## config.mk

```make
export PLATFORM = sky130hd
export DESIGN_NAME = uart_tx
export DESIGN_NICKNAME = d
export VERILOG_FILES = /design/src/rtl/uart_pkg.sv /design/src/rtl/uart_baud_gen.sv /design/src/rtl/uart_tx.sv
export SDC_FILE = /design/constraint.sdc
export NUM_CORES = 1
export LEC_CHECK = 0
export BUFFER_PORTS_ARGS = -buffer_cell sky130_fd_sc_hd__buf_2
export CAP_MARGIN = 25
export CORE_MARGIN = 2
export CORE_UTILIZATION = 45
export DETAILED_ROUTE_END_ITERATION = 8
export GPL_ROUTABILITY_DRIVEN = 1
export SKIP_CTS_REPAIR_TIMING = 1
export SLEW_MARGIN = 25
export SYNTH_ARGS = -nofsm -noshare
export SYNTH_HDL_FRONTEND = slang
export SYNTH_SLANG_ARGS = --single-unit
```

## constraint.sdc

```tcl
create_clock -name SYS_CLK -period 3.6 [get_ports SYS_CLK]
set_input_delay 0 -clock SYS_CLK [delete_from_list [all_inputs] [get_ports SYS_CLK]]
set_output_delay 0 -clock SYS_CLK [all_outputs]
set_load 0.02 [all_outputs]
```

## src/rtl/uart_pkg.sv

```systemverilog
// Shared UART definitions: FSM state encoding, parity modes and bit-period derivation.
// Both the transmitter and the receiver import this package.
package uart_pkg;

    typedef enum logic [2:0] {
        ST_IDLE,
        ST_START,
        ST_DATA,
        ST_PARITY,
        ST_STOP
    } uart_state_t;

    localparam int PAR_NONE = 0;
    localparam int PAR_ODD  = 1;
    localparam int PAR_EVEN = 2;

    // Integer truncation is intended; the resulting bit rate is slightly above nominal.
    function automatic int calcClksPerBit(input int clkHz, input int baud);
        return clkHz / baud;
    endfunction

endpackage

```

## src/rtl/uart_baud_gen.sv

```systemverilog
// Bit-period counter: counts 0..CLKS_PER_BIT-1 while enabled and flags the terminal count.
// The count is held at 0 while disabled, so every enable starts a fresh bit period.
module uart_baud_gen #(
    parameter int CLKS_PER_BIT = 78
) (
    input  logic SYS_CLK,
    input  logic RST,
    input  logic EN,
    output logic BIT_TICK
);

    localparam int CW = (CLKS_PER_BIT > 1) ? $clog2(CLKS_PER_BIT) : 1;
    localparam logic [CW-1:0] LAST = CW'(CLKS_PER_BIT - 1);

    logic [CW-1:0] r_count;

    always_ff @(posedge SYS_CLK) begin
        if (RST || !EN) begin
            r_count <= '0;
        end else if (r_count == LAST) begin
            r_count <= '0;
        end else begin
            r_count <= r_count + CW'(1);
        end
    end

    assign BIT_TICK = EN && (r_count == LAST);

endmodule

```

## src/rtl/uart_tx.sv

```systemverilog
// UART transmitter: start bit, 8 data bits LSB first, optional parity, 1 or 2 stop bits.
// All outputs are registered; a request is taken only while the transmitter is not busy.
module uart_tx
    import uart_pkg::*;
#(
    parameter int CLK_HZ    = 20_000_000,
    parameter int BAUD      = 256000,
    parameter int PARITY    = 0,
    parameter int STOP_BITS = 1
) (
    input  logic       SYS_CLK,
    input  logic       RST,
    input  logic [7:0] D,
    input  logic       TX_START,
    output logic       TX,
    output logic       TX_BUSY,
    output logic       TX_DONE
);

    localparam int         CLKS_PER_BIT = calcClksPerBit(CLK_HZ, BAUD);
    localparam logic [3:0] LAST_STOP    = 4'(STOP_BITS - 1);
    localparam bit         HAS_PARITY   = (PARITY != PAR_NONE);
    localparam bit         ODD_PARITY   = (PARITY == PAR_ODD);

    uart_state_t r_state;
    logic [7:0]  r_shift;
    logic [3:0]  r_bitCnt;
    logic        r_parAcc;
    logic        r_tx;
    logic        r_busy;
    logic        r_done;
    logic        w_bitTick;

    // Busy doubles as the baud enable, so the bit period restarts from 0 on every acceptance.
    uart_baud_gen #(
        .CLKS_PER_BIT(CLKS_PER_BIT)
    ) u_baudGen (
        .SYS_CLK (SYS_CLK),
        .RST     (RST),
        .EN      (r_busy),
        .BIT_TICK(w_bitTick)
    );

    always_ff @(posedge SYS_CLK) begin
        if (RST) begin
            r_state  <= ST_IDLE;
            r_shift  <= '0;
            r_bitCnt <= '0;
            r_parAcc <= 1'b0;
            r_tx     <= 1'b1;
            r_busy   <= 1'b0;
            r_done   <= 1'b0;
        end else begin
            r_done <= 1'b0;
            case (r_state)
                ST_IDLE: begin
                    r_tx <= 1'b1;
                    if (TX_START) begin
                        r_shift  <= D;
                        r_parAcc <= 1'b0;
                        r_bitCnt <= '0;
                        r_tx     <= 1'b0;
                        r_busy   <= 1'b1;
                        r_state  <= ST_START;
                    end
                end
                ST_START: begin
                    if (w_bitTick) begin
                        r_tx     <= r_shift[0];
                        r_parAcc <= r_parAcc ^ r_shift[0];
                        r_shift  <= r_shift >> 1;
                        r_state  <= ST_DATA;
                    end
                end
                // Parity accumulates each bit as it is placed on the line.
                ST_DATA: begin
                    if (w_bitTick) begin
                        if (r_bitCnt == 4'd7) begin
                            r_bitCnt <= '0;
                            if (HAS_PARITY) begin
                                r_tx    <= ODD_PARITY ? ~r_parAcc : r_parAcc;
                                r_state <= ST_PARITY;
                            end else begin
                                r_tx    <= 1'b1;
                                r_state <= ST_STOP;
                            end
                        end else begin
                            r_tx     <= r_shift[0];
                            r_parAcc <= r_parAcc ^ r_shift[0];
                            r_shift  <= r_shift >> 1;
                            r_bitCnt <= r_bitCnt + 4'd1;
                        end
                    end
                end
                ST_PARITY: begin
                    if (w_bitTick) begin
                        r_tx    <= 1'b1;
                        r_state <= ST_STOP;
                    end
                end
                ST_STOP: begin
                    if (w_bitTick) begin
                        if (r_bitCnt == LAST_STOP) begin
                            r_bitCnt <= '0;
                            r_busy   <= 1'b0;
                            r_done   <= 1'b1;
                            r_state  <= ST_IDLE;
                        end else begin
                            r_bitCnt <= r_bitCnt + 4'd1;
                        end
                    end
                end
                default: begin
                    r_tx    <= 1'b1;
                    r_busy  <= 1'b0;
                    r_state <= ST_IDLE;
                end
            endcase
        end
    end

    assign TX      = r_tx;
    assign TX_BUSY = r_busy;
    assign TX_DONE = r_done;

endmodule
```

==> impl_metrics.sql <==
INSERT INTO impl_metrics (metric_group, metric, value, unit) VALUES
('run_status', 'run_status', 'finished, final reports clean', ''),
('die', 'row_count', '20', ''),
('yosys', 'synth_area', '1420', 'µm²'),
('grt', 'globalRouteOverflowTotal', '0', ''),
('yosys', 'synth_edf_count', '0', ''),
('die', 'design.portCount', '14', ''),
('sta', 'slew_viol_final', '0', ''),
('finish', 'final_layout_size_suffix_gt1_share', '18.6', '%'),
('yosys', 'synthTopCellsByArea', 'sky130_fd_sc_hd__dfxtp_1 (35%), sky130_fd_sc_hd__mux2_2 (5.6%), sky130_fd_sc_hd__a21oi_1 (4.6%)', ''),
('critical_path', 'critPathMaxFanout', '19', ''),
('drt', 'first_iter_violations', '57', ''),
('sta', 'setup_ws', '1.60', 'ns'),
('die', 'die_width', '60.1', 'µm'),
('pwr', 'power_leakage', '0.561', 'nW'),
('drt', 'first_pass_iters', '4', ''),
('finish', 'final.fill_count', '301', ''),
('critical_path', 'critPathCaptureType', 'register', ''),
('pwr', 'p_sw', '0.229', 'mW'),
('sta', 'unrepaired_setup_endpoints_after_global_routing', 'false', ''),
('cts', 'clock_tree.buffer_depth', '2', ''),
('pwr', 'internal_power', '0.430', 'mW'),
('yosys', 'yosys_warnings', '0', ''),
('critical_path', 'start_kind', 'register', ''),
('yosys', 'synthesized_area_per_cell', '8.49', 'µm²'),
('cts', 'cts_tree', 'built', ''),
('critical_path', 'critical_path_cell_with_the_highest_stage_delay', 'sky130_fd_sc_hd__dfxtp_1', ''),
('critical_path', 'cp_num_buf_inv', '0', ''),
('placement', 'placement.setup.worst_slack', '1.65', 'ns'),
('critical_path', 'critical_path.max_stage_delay', '0.71', 'ns'),
('sta', 'fin_skew', '0.00263', 'ns'),
('yosys', 'asyncSetResetFlopFracSynth', '0', '%'),
('yosys', 'syn_inst', '167', ''),
('pwr', 'clock_share_of_power', '19.8', '%'),
('placement', 'place_congestion', '0.806', ''),
('cts', 'h-tree-depth', '1', ''),
('sta', 'post_route_minimum_period', '2.00', 'ns'),
('finish', 'insertedDiodeCount', '0', ''),
('placement', 'total_of_buffers_placed_on_input_and_output_ports', '13', ''),
('finish', 'layout.nets', '193', ''),
('grt', 'grt.total_usage', '18.0', '%'),
('cts', 'numCtsBuffers', '3', ''),
('sta', 'tightestPinTransition', '0.616', 'ns'),
('sta', 'setup_violations', '0', ''),
('drt', 'avgViaCountPerCell', '5.60', ''),
('pwr', 'power_density', '430', 'nW/µm²'),
('job', 'max_cap_viol_count', '0', ''),
('critical_path', 'timing.critical_path.max_delay_family', 'flip-flops', ''),
('drt', 'post_route_drc', '0', ''),
('drt', 'routed_wire_length_per_instance', '13.0', 'µm'),
('cts', 'worst_setup_hold_path_clk_slew', '0.14', 'ns'),
('grt', 'grt_first_pass_wirelength', '5.03', 'mm'),
('critical_path', 'critPathArrivalTime', '2.24', 'ns'),
('drt', 'detail_route.wirelength', '2.87', 'mm'),
('sta', 'slew-limit-headroom', '58.9', '%'),
('finish', 'flow.area_growth_from_synthesis', '8.21', '%'),
('cts', 'clk_latency', '0.33', 'ns'),
('pwr', 'netSwitchingFraction', '34.8', '%'),
('pwr', 'vdd.ir_drop.worst', '0.202', 'mV'),
('yosys', 'synth_seq_area_share', '35.3', '%'),
('grt', 'via_count_of_the_first_global_routing_pass', '1185', ''),
('pwr', 'seq_power_share', '51.1', '%'),
('yosys', 'synthFlopType', 'sky130_fd_sc_hd__dfxtp_1', ''),
('die', 'design.die.area', '3620', 'µm²'),
('pwr', 'power.combinational.fraction', '29.1', '%'),
('sta', 'fmax', '499', 'MHz'),
('yosys', 'ys_ff_latch', '25', ''),
('sta', 'timing.final.hold_violations', '0', ''),
('cts', 'root_buffer_cell', 'sky130_fd_sc_hd__clkbuf_4', ''),
('die', 'die_height', '60.1', 'µm'),
('die', 'core_area', '3030', 'µm²'),
('sta', 'final.setup.tns', '0', 'ns');
-- routing by layer --
metal  vias up  GRT usage, %  wire (µm)
met3         5          2.81        120
met1       581          23.7       1350
met5         -             0          0
met4         0          6.35         40
met2        26          29.7       1360
li1        625             -          -
-- layout by cell type (no fill, tap or decap), drive strengths merged, types with 2 or more instances in the layout --
cell,instances
clkinv,3
o21ai,14
buf,13
mux2,7
nand3,13
nand2b,3
nor2b,7
nor2,14
o22ai,2
and3,2
nor3,6
or4,2
a21oi,14
o211ai,4
ha,4
or3b,2
clkbuf,3
inv,4
a22oi,3
nor4,2
dfxtp,25
and4bb,2
nand2,5
xor2,3
xnor2,5
nor3b,2
-- final cells by class --
cell class / count / area, µm² / share of cell area [%]
timing repair buffer: 14 / 75.1 / 4.89
multi-input combinational: 128 / 853 / 55.6
inverter: 6 / 22.5 / 1.47
sequential: 25 / 500 / 32.6
clock buffer: 3 / 22.5 / 1.47
tap: 44 / 55.1 / 3.59
clock inverter: 1 / 5.00 / 0.326
-- power by group through the flow --
stage                     combinational, mW  clock (mW)  sequential (mW)
after floorplan                       0.165           0            0.329
after global placement                0.188           0            0.341
after detailed placement              0.191           0            0.343
after CTS                             0.192       0.138            0.337
after global routing                  0.215       0.146            0.343
final                                 0.192       0.130            0.337
-- synth_stat cells, types with 3 or more instances --
cell	instances
sky130_fd_sc_hd__dfxtp_1	25
sky130_fd_sc_hd__inv_1	4
sky130_fd_sc_hd__o21ai_1	3
sky130_fd_sc_hd__a22oi_1	3
sky130_fd_sc_hd__xor2_1	3
sky130_fd_sc_hd__nand2b_1	3
sky130_fd_sc_hd__nor2_1	14
sky130_fd_sc_hd__mux2_2	7
sky130_fd_sc_hd__nand2_1	5
sky130_fd_sc_hd__clkbuf_1	4
sky130_fd_sc_hd__nor3_1	6
sky130_fd_sc_hd__o21ai_0	11
sky130_fd_sc_hd__a21oi_1	13
sky130_fd_sc_hd__buf_2	3
sky130_fd_sc_hd__ha_1	4
sky130_fd_sc_hd__nor2b_1	7
sky130_fd_sc_hd__nand3_1	13
sky130_fd_sc_hd__o211ai_1	4
sky130_fd_sc_hd__xnor2_1	5
-- stage by stage --
step | cell area (µm²) | cells | hold slack [ns]
after floorplan | 1420 | 167 | 0.241
after global placement | 1500 | 216 | 0.347
after detailed placement | 1500 | 216 | 0.333
after CTS | 1520 | 220 | -0.0198
after global routing | 1530 | 221 | 0.0836
final | 1530 | 221 | 0.0705
-- cell families after synthesis --
kind of cell / Yosys count / synth area share [%]
AND/OR/NAND/NOR: 65 / 27.1
XOR/XNOR: 8 / 4.94
multiplexers: 7 / 5.56
flip-flops: 25 / 35.3
adder cells (fa/ha/maj): 4 / 3.53
AO/OA/AOI/OAI: 44 / 19.1
buffers and inverters: 14 / 4.50
-- state kept, by name, indices dropped and copies added (netlist names) --
| signal | cells |
|---|---|
| TX_DONE | 1 |
| r_state | 3 |
| TX | 1 |
| r_bitCnt | 4 |
| TX_BUSY | 1 |
| u_baudGen.r_count | 7 |
| r_shift | 8 |
-- final timing paths --
path | startpoint | end | slack [ns] | cells past startpoint
worst max-delay path | r_state[2]$_SDFFE_PP0P_ | r_state[1]$_SDFFE_PP0P_ | 1.60 | 4
worst min-delay path | RST | r_bitCnt[1]$_SDFFE_PP0P_ | 0.07 | 2
worst min register to register | u_baudGen.r_count[0]$_SDFF_PP0_ | u_baudGen.r_count[0]$_SDFF_PP0_ | 0.50 | 1
worst max register to register | r_state[2]$_SDFFE_PP0P_ | r_state[1]$_SDFFE_PP0P_ | 1.60 | 4
No activity file was read; power rests on OpenSTA's default activity.
